===== src/rtl/riscv_ctrl_pkg.sv =====
// Shared control definitions for the RV32I multicycle core.
// Holds the main-FSM state enum, the supported opcode constants and the
// encodings of the datapath select fields (alu_src_a, alu_src_b,
// result_src, alu_op, imm_src). The ALU decoder and the single-cycle
// core import the same constants so all encodings stay in one place.
package riscv_ctrl_pkg;

    typedef enum logic [3:0] {
        S_FETCH    = 4'd0,
        S_DECODE   = 4'd1,
        S_MEMADR   = 4'd2,
        S_MEMREAD  = 4'd3,
        S_MEMWB    = 4'd4,
        S_MEMWRITE = 4'd5,
        S_EXECUTER = 4'd6,
        S_EXECUTEI = 4'd7,
        S_ALUWB    = 4'd8,
        S_BEQ      = 4'd9,
        S_JAL      = 4'd10,
        S_HALT     = 4'd11
    } state_t;

    // Supported opcodes (instr[6:0])
    localparam logic [6:0] OP_LW  = 7'b0000011;
    localparam logic [6:0] OP_SW  = 7'b0100011;
    localparam logic [6:0] OP_R   = 7'b0110011;
    localparam logic [6:0] OP_I   = 7'b0010011;
    localparam logic [6:0] OP_BEQ = 7'b1100011;
    localparam logic [6:0] OP_JAL = 7'b1101111;

    // Operand A select
    localparam logic [1:0] SRCA_PC    = 2'b00;
    localparam logic [1:0] SRCA_OLDPC = 2'b01;
    localparam logic [1:0] SRCA_RD1   = 2'b10;

    // Operand B select
    localparam logic [1:0] SRCB_RD2  = 2'b00;
    localparam logic [1:0] SRCB_IMM  = 2'b01;
    localparam logic [1:0] SRCB_FOUR = 2'b10;

    // Result select
    localparam logic [1:0] RES_ALUOUT    = 2'b00;
    localparam logic [1:0] RES_DATA      = 2'b01;
    localparam logic [1:0] RES_ALURESULT = 2'b10;

    // ALU decoder operation class
    localparam logic [1:0] ALUOP_ADD   = 2'b00;
    localparam logic [1:0] ALUOP_SUB   = 2'b01;
    localparam logic [1:0] ALUOP_FUNCT = 2'b10;

    // Immediate formats
    localparam logic [1:0] IMM_I = 2'b00;
    localparam logic [1:0] IMM_S = 2'b01;
    localparam logic [1:0] IMM_B = 2'b10;
    localparam logic [1:0] IMM_J = 2'b11;

endpackage


===== src/rtl/main_ctrl_fsm_imm_src_dec.sv =====
// imm_src_dec: combinational opcode -> immediate-format decoder.
// Shared between the multicycle controller and the single-cycle core.
// Ports:
//   op      in  7  instr[6:0]
//   imm_src out 2  immediate format (I/S/B/J)
module imm_src_dec
    import riscv_ctrl_pkg::*;
(
    input  logic [6:0] op,
    output logic [1:0] imm_src
);

    always_comb begin
        case (op)
            OP_SW:   imm_src = IMM_S;
            OP_BEQ:  imm_src = IMM_B;
            OP_JAL:  imm_src = IMM_J;
            default: imm_src = IMM_I;
        endcase
    end

endmodule


===== src/rtl/main_ctrl_fsm.sv =====
// main_ctrl_fsm: multicycle main control FSM for the RV32I core.
// Sequences memory, IR, PC, register file and ALU operand muxes per
// instruction and stalls in FETCH/MEMREAD/MEMWRITE until mem_ready.
// Optional feature macro: MAIN_CTRL_ILLEGAL_TRAP_EN -- when defined, an
// unsupported opcode parks the FSM in HALT with a sticky illegal flag;
// otherwise such an opcode is a 2-cycle NOP and illegal is tied low.
// Ports:
//   clk, rst_n (sync active-low)  op[6:0], zero, mem_ready  (inputs)
//   mem_req, mem_write, adr_src, ir_write, pc_write, reg_write,
//   alu_src_a[1:0], alu_src_b[1:0], result_src[1:0], alu_op[1:0],
//   imm_src[1:0], instr_done, illegal                     (outputs)
module main_ctrl_fsm
    import riscv_ctrl_pkg::*;
(
    input  logic       clk,
    input  logic       rst_n,
    input  logic [6:0] op,
    input  logic       zero,
    input  logic       mem_ready,
    output logic       mem_req,
    output logic       mem_write,
    output logic       adr_src,
    output logic       ir_write,
    output logic       pc_write,
    output logic       reg_write,
    output logic [1:0] alu_src_a,
    output logic [1:0] alu_src_b,
    output logic [1:0] result_src,
    output logic [1:0] alu_op,
    output logic [1:0] imm_src,
    output logic       instr_done,
    output logic       illegal
);

    state_t state_reg;
    state_t state_next;
    state_t dec_state;
    // op is only looked at in DECODE; remember lw vs sw for MEMADR.
    logic   is_store_reg;

    logic mem_req_raw, mem_write_raw, ir_write_raw, reg_write_raw;
    logic instr_done_raw, pc_update, pc_write_raw;

    imm_src_dec u_imm_src_dec (
        .op      (op),
        .imm_src (imm_src)
    );

    // Next-state logic
    always_comb begin
        state_next = state_reg;
        case (state_reg)
            S_FETCH:    if (mem_ready) state_next = S_DECODE;
            S_DECODE: begin
                case (op)
                    OP_LW, OP_SW: state_next = S_MEMADR;
                    OP_R:         state_next = S_EXECUTER;
                    OP_I:         state_next = S_EXECUTEI;
                    OP_BEQ:       state_next = S_BEQ;
                    OP_JAL:       state_next = S_JAL;
`ifdef MAIN_CTRL_ILLEGAL_TRAP_EN
                    default:      state_next = S_HALT;
`else
                    default:      state_next = S_FETCH;
`endif
                endcase
            end
            S_MEMADR:   state_next = is_store_reg ? S_MEMWRITE : S_MEMREAD;
            S_MEMREAD:  if (mem_ready) state_next = S_MEMWB;
            S_MEMWB:    state_next = S_FETCH;
            S_MEMWRITE: if (mem_ready) state_next = S_FETCH;
            S_EXECUTER: state_next = S_ALUWB;
            S_EXECUTEI: state_next = S_ALUWB;
            S_ALUWB:    state_next = S_FETCH;
            S_BEQ:      state_next = S_FETCH;
            S_JAL:      state_next = S_ALUWB;
`ifdef MAIN_CTRL_ILLEGAL_TRAP_EN
            S_HALT:     state_next = S_HALT;
`endif
            default:    state_next = S_FETCH;
        endcase
    end

    // State register and sticky flags
    always_ff @(posedge clk) begin
        if (!rst_n) begin
            state_reg    <= S_FETCH;
            is_store_reg <= 1'b0;
        end else begin
            state_reg <= state_next;
            if (state_reg == S_DECODE)
                is_store_reg <= (op == OP_SW);
        end
    end

`ifdef MAIN_CTRL_ILLEGAL_TRAP_EN
    logic illegal_reg;
    always_ff @(posedge clk) begin
        if (!rst_n)
            illegal_reg <= 1'b0;
        else if (state_next == S_HALT)
            illegal_reg <= 1'b1;
    end
    assign illegal = illegal_reg;
`else
    assign illegal = 1'b0;
`endif

    // While in reset, selects show their FETCH values.
    assign dec_state = rst_n ? state_reg : S_FETCH;

    // Moore output decode
    always_comb begin
        mem_req_raw    = 1'b0;
        mem_write_raw  = 1'b0;
        adr_src        = 1'b0;
        ir_write_raw   = 1'b0;
        reg_write_raw  = 1'b0;
        instr_done_raw = 1'b0;
        pc_update      = 1'b0;
        alu_src_a      = SRCA_PC;
        alu_src_b      = SRCB_RD2;
        result_src     = RES_ALUOUT;
        alu_op         = ALUOP_ADD;
        case (dec_state)
            S_FETCH: begin
                mem_req_raw  = 1'b1;
                ir_write_raw = mem_ready;
                pc_update    = 1'b1;
                alu_src_b    = SRCB_FOUR;
                result_src   = RES_ALURESULT;
            end
            S_DECODE: begin
                alu_src_a = SRCA_OLDPC;
                alu_src_b = SRCB_IMM;
            end
            S_MEMADR: begin
                alu_src_a = SRCA_RD1;
                alu_src_b = SRCB_IMM;
            end
            S_MEMREAD: begin
                mem_req_raw = 1'b1;
                adr_src     = 1'b1;
            end
            S_MEMWB: begin
                result_src     = RES_DATA;
                reg_write_raw  = 1'b1;
                instr_done_raw = 1'b1;
            end
            S_MEMWRITE: begin
                mem_req_raw    = 1'b1;
                mem_write_raw  = 1'b1;
                adr_src        = 1'b1;
                instr_done_raw = mem_ready;
            end
            S_EXECUTER: begin
                alu_src_a = SRCA_RD1;
                alu_op    = ALUOP_FUNCT;
            end
            S_EXECUTEI: begin
                alu_src_a = SRCA_RD1;
                alu_src_b = SRCB_IMM;
                alu_op    = ALUOP_FUNCT;
            end
            S_ALUWB: begin
                reg_write_raw  = 1'b1;
                instr_done_raw = 1'b1;
            end
            S_BEQ: begin
                alu_src_a      = SRCA_RD1;
                alu_op         = ALUOP_SUB;
                instr_done_raw = 1'b1;
            end
            S_JAL: begin
                alu_src_a = SRCA_OLDPC;
                alu_src_b = SRCB_FOUR;
                pc_update = 1'b1;
            end
            default: ;
        endcase
    end

    // FETCH only advances the PC once memory delivers the instruction.
    assign pc_write_raw = (pc_update && (dec_state != S_FETCH || mem_ready))
                        || (dec_state == S_BEQ && zero);

    assign mem_req    = rst_n & mem_req_raw;
    assign mem_write  = rst_n & mem_write_raw;
    assign ir_write   = rst_n & ir_write_raw;
    assign pc_write   = rst_n & pc_write_raw;
    assign reg_write  = rst_n & reg_write_raw;
    assign instr_done = rst_n & instr_done_raw;

endmodule

===== config.mk =====
export PLATFORM = sky130hd
export DESIGN_NAME = main_ctrl_fsm
export DESIGN_NICKNAME = d
export VERILOG_FILES = /design/src/rtl/riscv_ctrl_pkg.sv /design/src/rtl/main_ctrl_fsm_imm_src_dec.sv /design/src/rtl/main_ctrl_fsm.sv
export SDC_FILE = /design/constraint.sdc
export NUM_CORES = 1
export LEC_CHECK = 0
export BUFFER_PORTS_ARGS = -buffer_cell sky130_fd_sc_hd__buf_4
export CAP_MARGIN = 20
export CELL_PAD_IN_SITES_DETAIL_PLACEMENT = 1
export CELL_PAD_IN_SITES_GLOBAL_PLACEMENT = 2
export CORE_MARGIN = 5
export CORE_UTILIZATION = 24
export CTS_CLUSTER_DIAMETER = 60
export CTS_CLUSTER_SIZE = 20
export DETAILED_ROUTE_END_ITERATION = 8
export MAX_ROUTING_LAYER = met4
export PLACE_DENSITY = 0.86
export SLEW_MARGIN = 20
export SYNTH_ARGS = -nofsm -noshare
export SYNTH_HDL_FRONTEND = slang
export SYNTH_SLANG_ARGS = --single-unit

===== constraint.sdc =====
create_clock -name clk -period 1.3 [get_ports clk]
set_input_delay 0.065 -clock clk [delete_from_list [all_inputs] [get_ports clk]]
set_output_delay 0.065 -clock clk [all_outputs]
set_load 0.05 [all_outputs]

==> run metrics, run 1 <==
num rows 20; Final Non-Filler Cells 194; Die ar. ~0.0042 mm^2; Clock transition at path regs 0.05 ns; CTS Buffer Depth 2; Final Hold Fails 0; DPL Wire Length 1980 um; commonest non-fill, non-tap cell in the layout buf_4; Final period util 114%; final setup vio count 20; run status finished with violations; P&R area growth vs syn 119%; violations in the final reports setup timing; final hold slack 0.0842 ns; clk_skew 0.00222 ns; # Max-Cap Violations 0; critical path peak fanout 6; wire per inst around 16 um; CP max-delay cell dfxtp_4; clock tree sinks 5; crit-path cells buf_6 > nor2b_4 > nand2_1 > o22ai_1 > and2_1 > buf_6; antenna fix cells 0; Nets 173; Hold Crit Class in2reg; Placed Cells incl. Taps roughly 170; max incr delay on CP 0.39 ns; minimum clock period after layout ~1.5 ns; root buf cell clkbuf_4; Crit Path Class reg2out; r2r setup slk -0.13 ns; core area 0.00298 mm^2; Final Max Slew Viols 0; CP most frequent cell buf_6; syn nets 117; slack of the critical path -0.185 ns; via count 983; Clock H-tree levels 1; max reg flops 4; initial antenna violation count 0; Final Wtd Congestion 0.829; vias per inst between 5 and 6; clock buffer count from CTS 3; Syn. warnings 0; port bufs 27; Clock Latency Late Sink roughly 0.24 ns; # IOs 29; DR DRC count 0; pre-CTS WS -0.0660 ns; RSZ-0062 raised after global routing yes; first-pass GRT wire length a little over 5000 um; syn_area_per_cell 6.81 um^2; post-route ant nets 0; ratio of cells with drive above 1 in the final layout 65.2%; starting density of the core 24.2%; Die Wd 64.8 um; Netlist cell types 40; critical path startpoint category flop; post-synthesis sequential area ratio 13.9%; Post-CTS Hold Fix Bufs 0; grt ovf 0; largest net degree at the start of global routing 17; Worst Path Arrival 1.42 ns; crit path capture type primary output; most frequent cells in the layout 35 x buf_4, 22 x buf_6, 8 x nand2b_1; Leak 0.000637 uW; CP required 1.24 ns; FMAX 674 MHz; Peak VDD IR 0.317 mV; GRT Total Usage 16.0%; Cell Pwr Density ~420 mW/mm^2; Post-Synthesis Cells roughly 110; Initial DRC Count 27; DR pass1 iterations 3; Die H around 65 um; vias in the first global route 1106; cell area after synthesis 722 um^2; Synth Register Bits 5; CTS tree built; final WL 3110 um
## routing by layer
metal  part of all wire, %  track usage [%]  vias to the layer above  wire, um
met3                   2.9             2.60                        6        91
met2                    56             30.8                       28      1730
li1                      -                -                      483         -
met5                     0                -                        -         0
met1                    40             16.1                      466      1250
met4                   1.4             5.28                        0        42
## through the flow
step	power, uW	util (%)	setup TNS [ns]	cell area, um^2
2_1_floorplan	332	-	-0.325	896
3_3_place_gp	405	38.9	0	1160
3_5_place_dp	411	38.9	-0.146	1160
4_1_cts	651	51.3	-1.77	1530
5_1_grt	699	53.2	-3.11	1580
6_report	665	53.2	-1.92	1580
## area by class of cell
cell class                      instances  area, um^2
Multi-Input combinational cell         91         831
Timing Repair Buffer                   61         571
Fill cell                             348        1390
Tap cell                               33        41.3
Sequential cell                         5         115
Clock buffer                            4        26.3
## critical path, delay by kind of cell (launching register included)
family | cells | cell delay (ns)
DFF | 1 | 0.39
AOI/OAI and AO/OA | 1 | 0.10
and+or+nand+nor | 3 | 0.39
buffers and inverters | 2 | 0.29
## cells in the mapped netlist (all sizes together)
master / count / share of area, %
nand2b: 13 / 11
nor2: 12 / 6.2
a21oi: 10 / 6.9
buf: 9 / 8.1
o21ai: 7 / 4.9
dfxtp: 5 / 14
nand2: 5 / 2.6
nor2b: 4 / 3.5
nor3b: 4 / 4.9
and2: 3 / 2.6
nor3: 3 / 2.1
a211oi: 2 / 2.1
a31oi: 2 / 1.7
nand3: 2 / 1.4
nand3b: 2 / 2.1
o31ai: 2 / 2.1
or3: 2 / 1.7
xor2: 2 / 2.4
a22oi: 1 / 1.0
and2b: 1 / 1.0
and3: 1 / 0.87
and4: 1 / 1.2
clkbuf: 1 / 0.52
conb: 1 / 0.52
mux2i: 1 / 1.4
nand4: 1 / 0.87
nor4: 1 / 0.87
nor4b: 1 / 3.3
o211a: 1 / 1.4
o21bai: 1 / 1.0
o22ai: 1 / 0.87
o32ai: 1 / 1.2
o41ai: 1 / 1.2
or2b: 1 / 1.0
xnor2: 1 / 1.2
## repair_timing
action | in CTS | in global routing
resized for setup | 55 | 9
setup endpoints to repair | 18 | 20
buffers inserted | 16 | 1
pin swaps | 15 | 8
## where the power goes
group / leakage [uW] / internal (uW) / switching, uW / total, uW
combinational: 0.000578 / 149 / 174 / 323
sequential: 0.0000436 / 150 / 6.36 / 156
clock: 0.0000150 / 116 / 69.0 / 185
## cell families (layout without fill, tap and decap cells)
family,Yosys count,after routing,share of synthesized area [%]
and+or+nand+nor,57,57,47.5
AOI/OAI and AO/OA,29,29,24.4
buffers and inverters,10,65,8.66
DFF,5,5,13.9
xor gates and xnor gates,3,3,3.64
other,1,1,0.519
muxes,1,1,1.39
## path summary, 6_finish.rpt
check | start | cells after the start | endpoint
max | state_reg[0] | 6 | alu_src_a[1]
min | mem_ready | 2 | state_reg[2]
max reg2reg | state_reg[3] | 6 | is_store_reg
min reg2reg | is_store_reg | 2 | is_store_reg
Power figures use the tool's default switching activity.
==> run 2, diff against run 1 <==
CORE_MARGIN = default   (was 5)
CORE_UTILIZATION = 26   (was 24)
PLACE_DENSITY = 0.92   (was 0.86)
RECOVER_POWER = 100   (was default)
clock period = 1.71 ns   (was 1.3 ns; I/O delays follow)
==> run metrics, run 2 (synthesized netlist as in run 1, its figures left out) <==
Internal Power 268 uW (-35%); crit path capture type primary output; Nets 146 (-16%); Die H 54.7 um (-16%); Final Hold Fails 0 (unchanged); root buf cell clkbuf_4; # Max-Cap Violations 0 (unchanged); clock buffer count from CTS 3 (unchanged); Layout Utilization 39.2% (-14 points); critical path peak fanout 14 (+8); placed cell area 992 um^2 (-14%); clock tree sinks 5 (unchanged); final setup vio count 0 (-100%); vias per inst 5.26 (+3.7%); Fill cells 347 (-0.29%); Die ar. 0.00299 mm^2 (-29%); slew margin rel. about three fifths; Hold Crit Class in2reg; Crit Path Class reg2out; clock group share of total power 32.6% (+4.7 points); DR pass1 iterations 4 (+1); critical path startpoint category flop; routing usage on met2 27.3% (-3.5 points); CTS Buffer Depth 2 (unchanged); CP required 1.62 ns (+0.38 ns); core area 0.00254 mm^2 (-15%); minimum clock period after layout 1.60 ns; most frequent cells in the layout 18 x buf_4, 13 x nand2b_1, 12 x nor2_1; FMAX about 630 MHz; vias in the first global route 766 (-31%); GRT busiest layer met2; Leak 0.000403 uW (-37%); commonest non-fill, non-tap cell in the layout buf_4; Initial DRC Count 9 (-67%); RSZ-0062 raised after global routing no; GRT Total Usage 16.7% (+0.76 points); Clock transition at path regs 0.04 ns (about the same); Cell Pwr Density 420 mW/mm^2 (about the same); antenna fix cells 0 (unchanged); run status complete, no violations; num rows 18 (-10%); largest net degree at the start of global routing 17 (unchanged); ratio of cells with drive above 1 in the final layout 35.1% (-30 points); Post-CTS Hold Fix Bufs 0 (unchanged); Final period util 93.5%; CTS tree built; switching part of the total 35.9% (-1.6 points); # IOs 29 (unchanged); initial antenna violation count 0 (unchanged); DR DRC count 0 (unchanged); Worst Path Arrival 1.51 ns (+0.09 ns); r2r setup slk 0.14 ns (+0.27 ns); starting density of the core 28.4% (+4.1 points); clk_skew 0.00276 ns (+0.000542 ns); Least-Margin Pin Slew 0.591 ns; Finished Cell Area 997 um^2 (-37%); Flop pwr share 29.4% (+5.9 points); Final Max Slew Viols 0 (unchanged); Comb power frac 37.9% (-11 points); Clock H-tree levels 1 (unchanged); met3 usage 2.50% (-0.10 points); port bufs 27 (unchanged); post-route ant nets 0 (unchanged); grt ovf 0 (unchanged); first-pass GRT wire length 3560 um (-31%); via count 862 (-12%); Sw Pwr 150 uW (-40%); wire per inst 13.3 um (-17%); Clock Latency Late Sink 0.24 ns (about the same); P&R area growth vs syn 38.1%; total power 419 uW (-37%); final WL 2190 um (-30%); DPL Wire Length 1670 um (-16%); GRT met1 Usage 21.4% (+5.3 points); Final Wtd Congestion 0.768 (-7.4%); Peak VDD IR 0.361 mV (+14%); Die Wd 54.7 um (-16%); max reg flops 4 (unchanged)
==> run 2: final cells by class <==
type / count / area (um^2) / area share, %
repair buffers: 34 / 241 / 24.2
clock buffers: 4 / 26.3 / 2.63
flip-flops and latches: 5 / 105 / 10.5
multi-input cells: 91 / 587 / 58.8
well taps: 30 / 37.5 / 3.76
==> run 2: metrics by stage <==
step                      TNS [ns]  worst slack, ns  hold WS [ns]  std cells
after floorplan             -0.504           -0.401         0.205        106
after global placement           0            0.228         0.367        160
after detailed placement         0            0.221         0.372        160
after CTS                        0           0.0237         0.110        164
after global routing             0           0.0182         0.102        164
final                            0            0.111         0.108        164
==> run 2: what timing repair did <==
item / 4_1_cts / 5_1_grt
gates resized for setup: 1 / 6
setup buffers: 0 / 0
setup endpoints to repair: 2 / 5
==> run 2: power groups by stage <==
stage               registers [uW]  clock network [uW]  logic, uW
global placement               125                   0        157
detailed placement             125                   0        161
finish                         123                 137        159
floorplan                      122                   0        110
global route                   124                 152        172
CTS                            123                 143        162
==> run 2: layer usage <==
metal	up-vias	wire (um)
li1	434	-
met1	414	1000
met2	12	1140
met3	2	36
met4	0	12
met5	-	0
==> run 2: critical path, cell delays in order (launching register included) <==
cell and delay [ns]:
dfxtp_2 0.37, buf_12 0.16, nor3b_1 0.17, a21oi_1 0.06, o31ai_1 0.18, and2_1 0.17
buf_6 0.16
==> run 2: final timing paths <==
check	from	endpoint	cells past startpoint
hold reg to reg	is_store_reg	is_store_reg	2
hold / removal	mem_ready	state_reg[2]	2
setup / recovery	state_reg[3]	pc_write	6
setup reg to reg	state_reg[2]	state_reg[0]	5
==> run 3, diff against run 2 <==
==> constraint.sdc (replaced) <==
create_clock -name clk -period 1.71 [get_ports clk]
set_input_delay 0.0855 -clock clk [delete_from_list [all_inputs] [get_ports clk]]
set_output_delay 0.0855 -clock clk [all_outputs]
set_load 0.005 [all_outputs]
==> run metrics, run 3 (synthesized netlist as in run 1, its figures left out) <==
run status complete, no violations; CP required 1.62 ns (about the same); Initial DRC Count 8 (-1); Peak VDD IR 0.484 mV (+34%); DR pass1 iterations 2 (-2); Final Max Slew Viols 0 (unchanged); Leak 0.000394 uW (-2.3%); area of the multi-input gates 557 um^2 (-5.1%); Final Hold Fails 0 (unchanged); RSZ-0062 raised after global routing no; Clock H-tree levels 1 (unchanged); FMAX 651 MHz (+4.0%); grt ovf 0 (unchanged); Die H 54.7 um (unchanged); antenna fix cells 0 (unchanged); clk_skew 0.00505 ns (+0.00229 ns); CP max-delay cell dfxtp_2; DR DRC count 0 (unchanged); crit-path cells buf_4 > nor3b_4 > nand4_1 > o31ai_1 > and2_0 > buf_4; Seq. cell area 108 um^2 (+2.4%); Clock Latency Late Sink 0.24 ns (about the same); # IOs 29 (unchanged); final setup TNS 0 ns (unchanged); port bufs 27 (unchanged); Nets 147 (+0.68%); largest net degree at the start of global routing 17 (unchanged); P&R area growth vs syn 35.2%; ratio of cells with drive above 1 in the final layout 29.6% (-5.4 points); max reg flops 4 (unchanged); Internal Power 264 uW (-1.6%); clock buffer count from CTS 3 (unchanged); root buf cell clkbuf_4; CP most frequent cell buf_4; initial antenna violation count 0 (unchanged); DPL Wire Length 1760 um (+5.0%); Crit Path Class reg2out; post-route ant nets 0 (unchanged); reg2reg path depth 5 (unchanged); Hold Crit Class in2reg; # Max-Cap Violations 0 (unchanged); critical path startpoint category flop; Post-CTS Hold Fix Bufs 0 (unchanged); Clock transition at path regs 0.05 ns (about the same); Hold Path Stages 2 (unchanged); final hold slack 0.116 ns (+0.00774 ns); final WL 2280 um (+4.2%); critical path peak fanout 8 (-6); total power 375 uW (-10%); clock tree sinks 5 (unchanged); Worst Setup EP pc_write; commonest non-fill, non-tap cell in the layout buf_4; final setup vio count 0 (unchanged); Final Wtd Congestion 0.864 (+13%); GRT Total Usage 17.3% (+0.62 points); switching part of the total 29.7% (-6.2 points); minimum clock period after layout 1.54 ns (-0.0620 ns); core area 0.00254 mm^2 (unchanged); Worst Path Arrival 1.45 ns (-0.06 ns); vias per inst 5.18 (-1.4%); Flop pwr share 33.6% (+4.2 points); r2r startpoint state_reg[3]; Worst R2R End state_reg[0]; max incr delay on CP 0.36 ns (about the same); crit path from state_reg[1]; Comb power frac 29.4% (-8.5 points); num rows 18 (unchanged); most frequent cells in the layout 28 x buf_4, 13 x nand2b_1, 12 x nor2_1; Final period util 89.9% (-3.6 points); CTS Buffer Depth 2 (unchanged); CTS tree built; Cell Pwr Density 385 mW/mm^2 (-8.4%); starting density of the core 28.4% (unchanged); r2r setup slk 0.20 ns (+0.06 ns); setup repair bufs after CTS 0 (unchanged); Die Wd 54.7 um (unchanged); wire per inst 13.8 um (+3.6%); first-pass GRT wire length 3640 um (+2.1%); Layout Utilization 38.3% (-0.84 points); crit path capture type primary output; Sw Pwr 111 uW (-26%); Die ar. 0.00299 mm^2 (unchanged); via count 855 (-0.81%); clock group share of total power 37.1% (+4.5 points); Fill cells 350 (+0.86%); vias in the first global route 803 (+4.8%)
-- run 3: worst min-delay path by stage --
stage                         start      endpoint  slack, ns
after CTS                 mem_ready  state_reg[2]       0.12
after floorplan           mem_ready  state_reg[2]       0.20
final                     mem_ready  state_reg[2]       0.12
after global placement    mem_ready  state_reg[2]       0.35
after global routing      mem_ready  state_reg[2]       0.11
after detailed placement  mem_ready  state_reg[2]       0.37
-- run 3: worst max-delay path, delay by kind of cell (launching register included) --
| family | cells | cell delay [ns] |
|---|---|---|
| AOI/OAI and AO/OA | 1 | 0.08 |
| buffers and inverters | 2 | 0.28 |
| and+or+nand+nor | 3 | 0.49 |
| DFF | 1 | 0.36 |
-- run 3: power by group through the flow --
stage	Clock, uW	Sequential (uW)	Combinational, uW
floorplan	0	122	66.9
global placement	0	127	108
detailed placement	0	128	111
CTS	145	126	113
global route	150	126	123
finish	139	126	110
-- run 3: stage by stage --
| stage | setup WS [ns] | instance area [um^2] | instances |
|---|---|---|---|
| floorplan | 0.516 | 722 | 106 |
| global placement | 0.278 | 960 | 161 |
| detailed placement | 0.226 | 960 | 161 |
| CTS | 0.0624 | 987 | 165 |
| global route | 0.0200 | 976 | 165 |
| finish | 0.173 | 976 | 165 |
-- run 3: layout make-up --
type,instances,share of cell area (%)
clock buffers,4,2.69
multi-input cells,91,57.1
flip-flops and latches,5,11.0
well taps,30,3.85
repair buffers,35,25.4
-- run 3: routing by layer --
| layer | GRT usage (%) | part of all wire (%) |
|---|---|---|
| met5 | - | 0 |
| met4 | 1.28 | 0 |
| met3 | 4.17 | 2.6 |
| met2 | 28.7 | 50 |
| met1 | 22.0 | 47 |
-- run 3: timing repair --
| item | in CTS | in global routing |
|---|---|---|
| setup endpoints to repair | 2 | 3 |
| gates resized for setup | 1 | 5 |
| gates cloned | 0 | 0 |
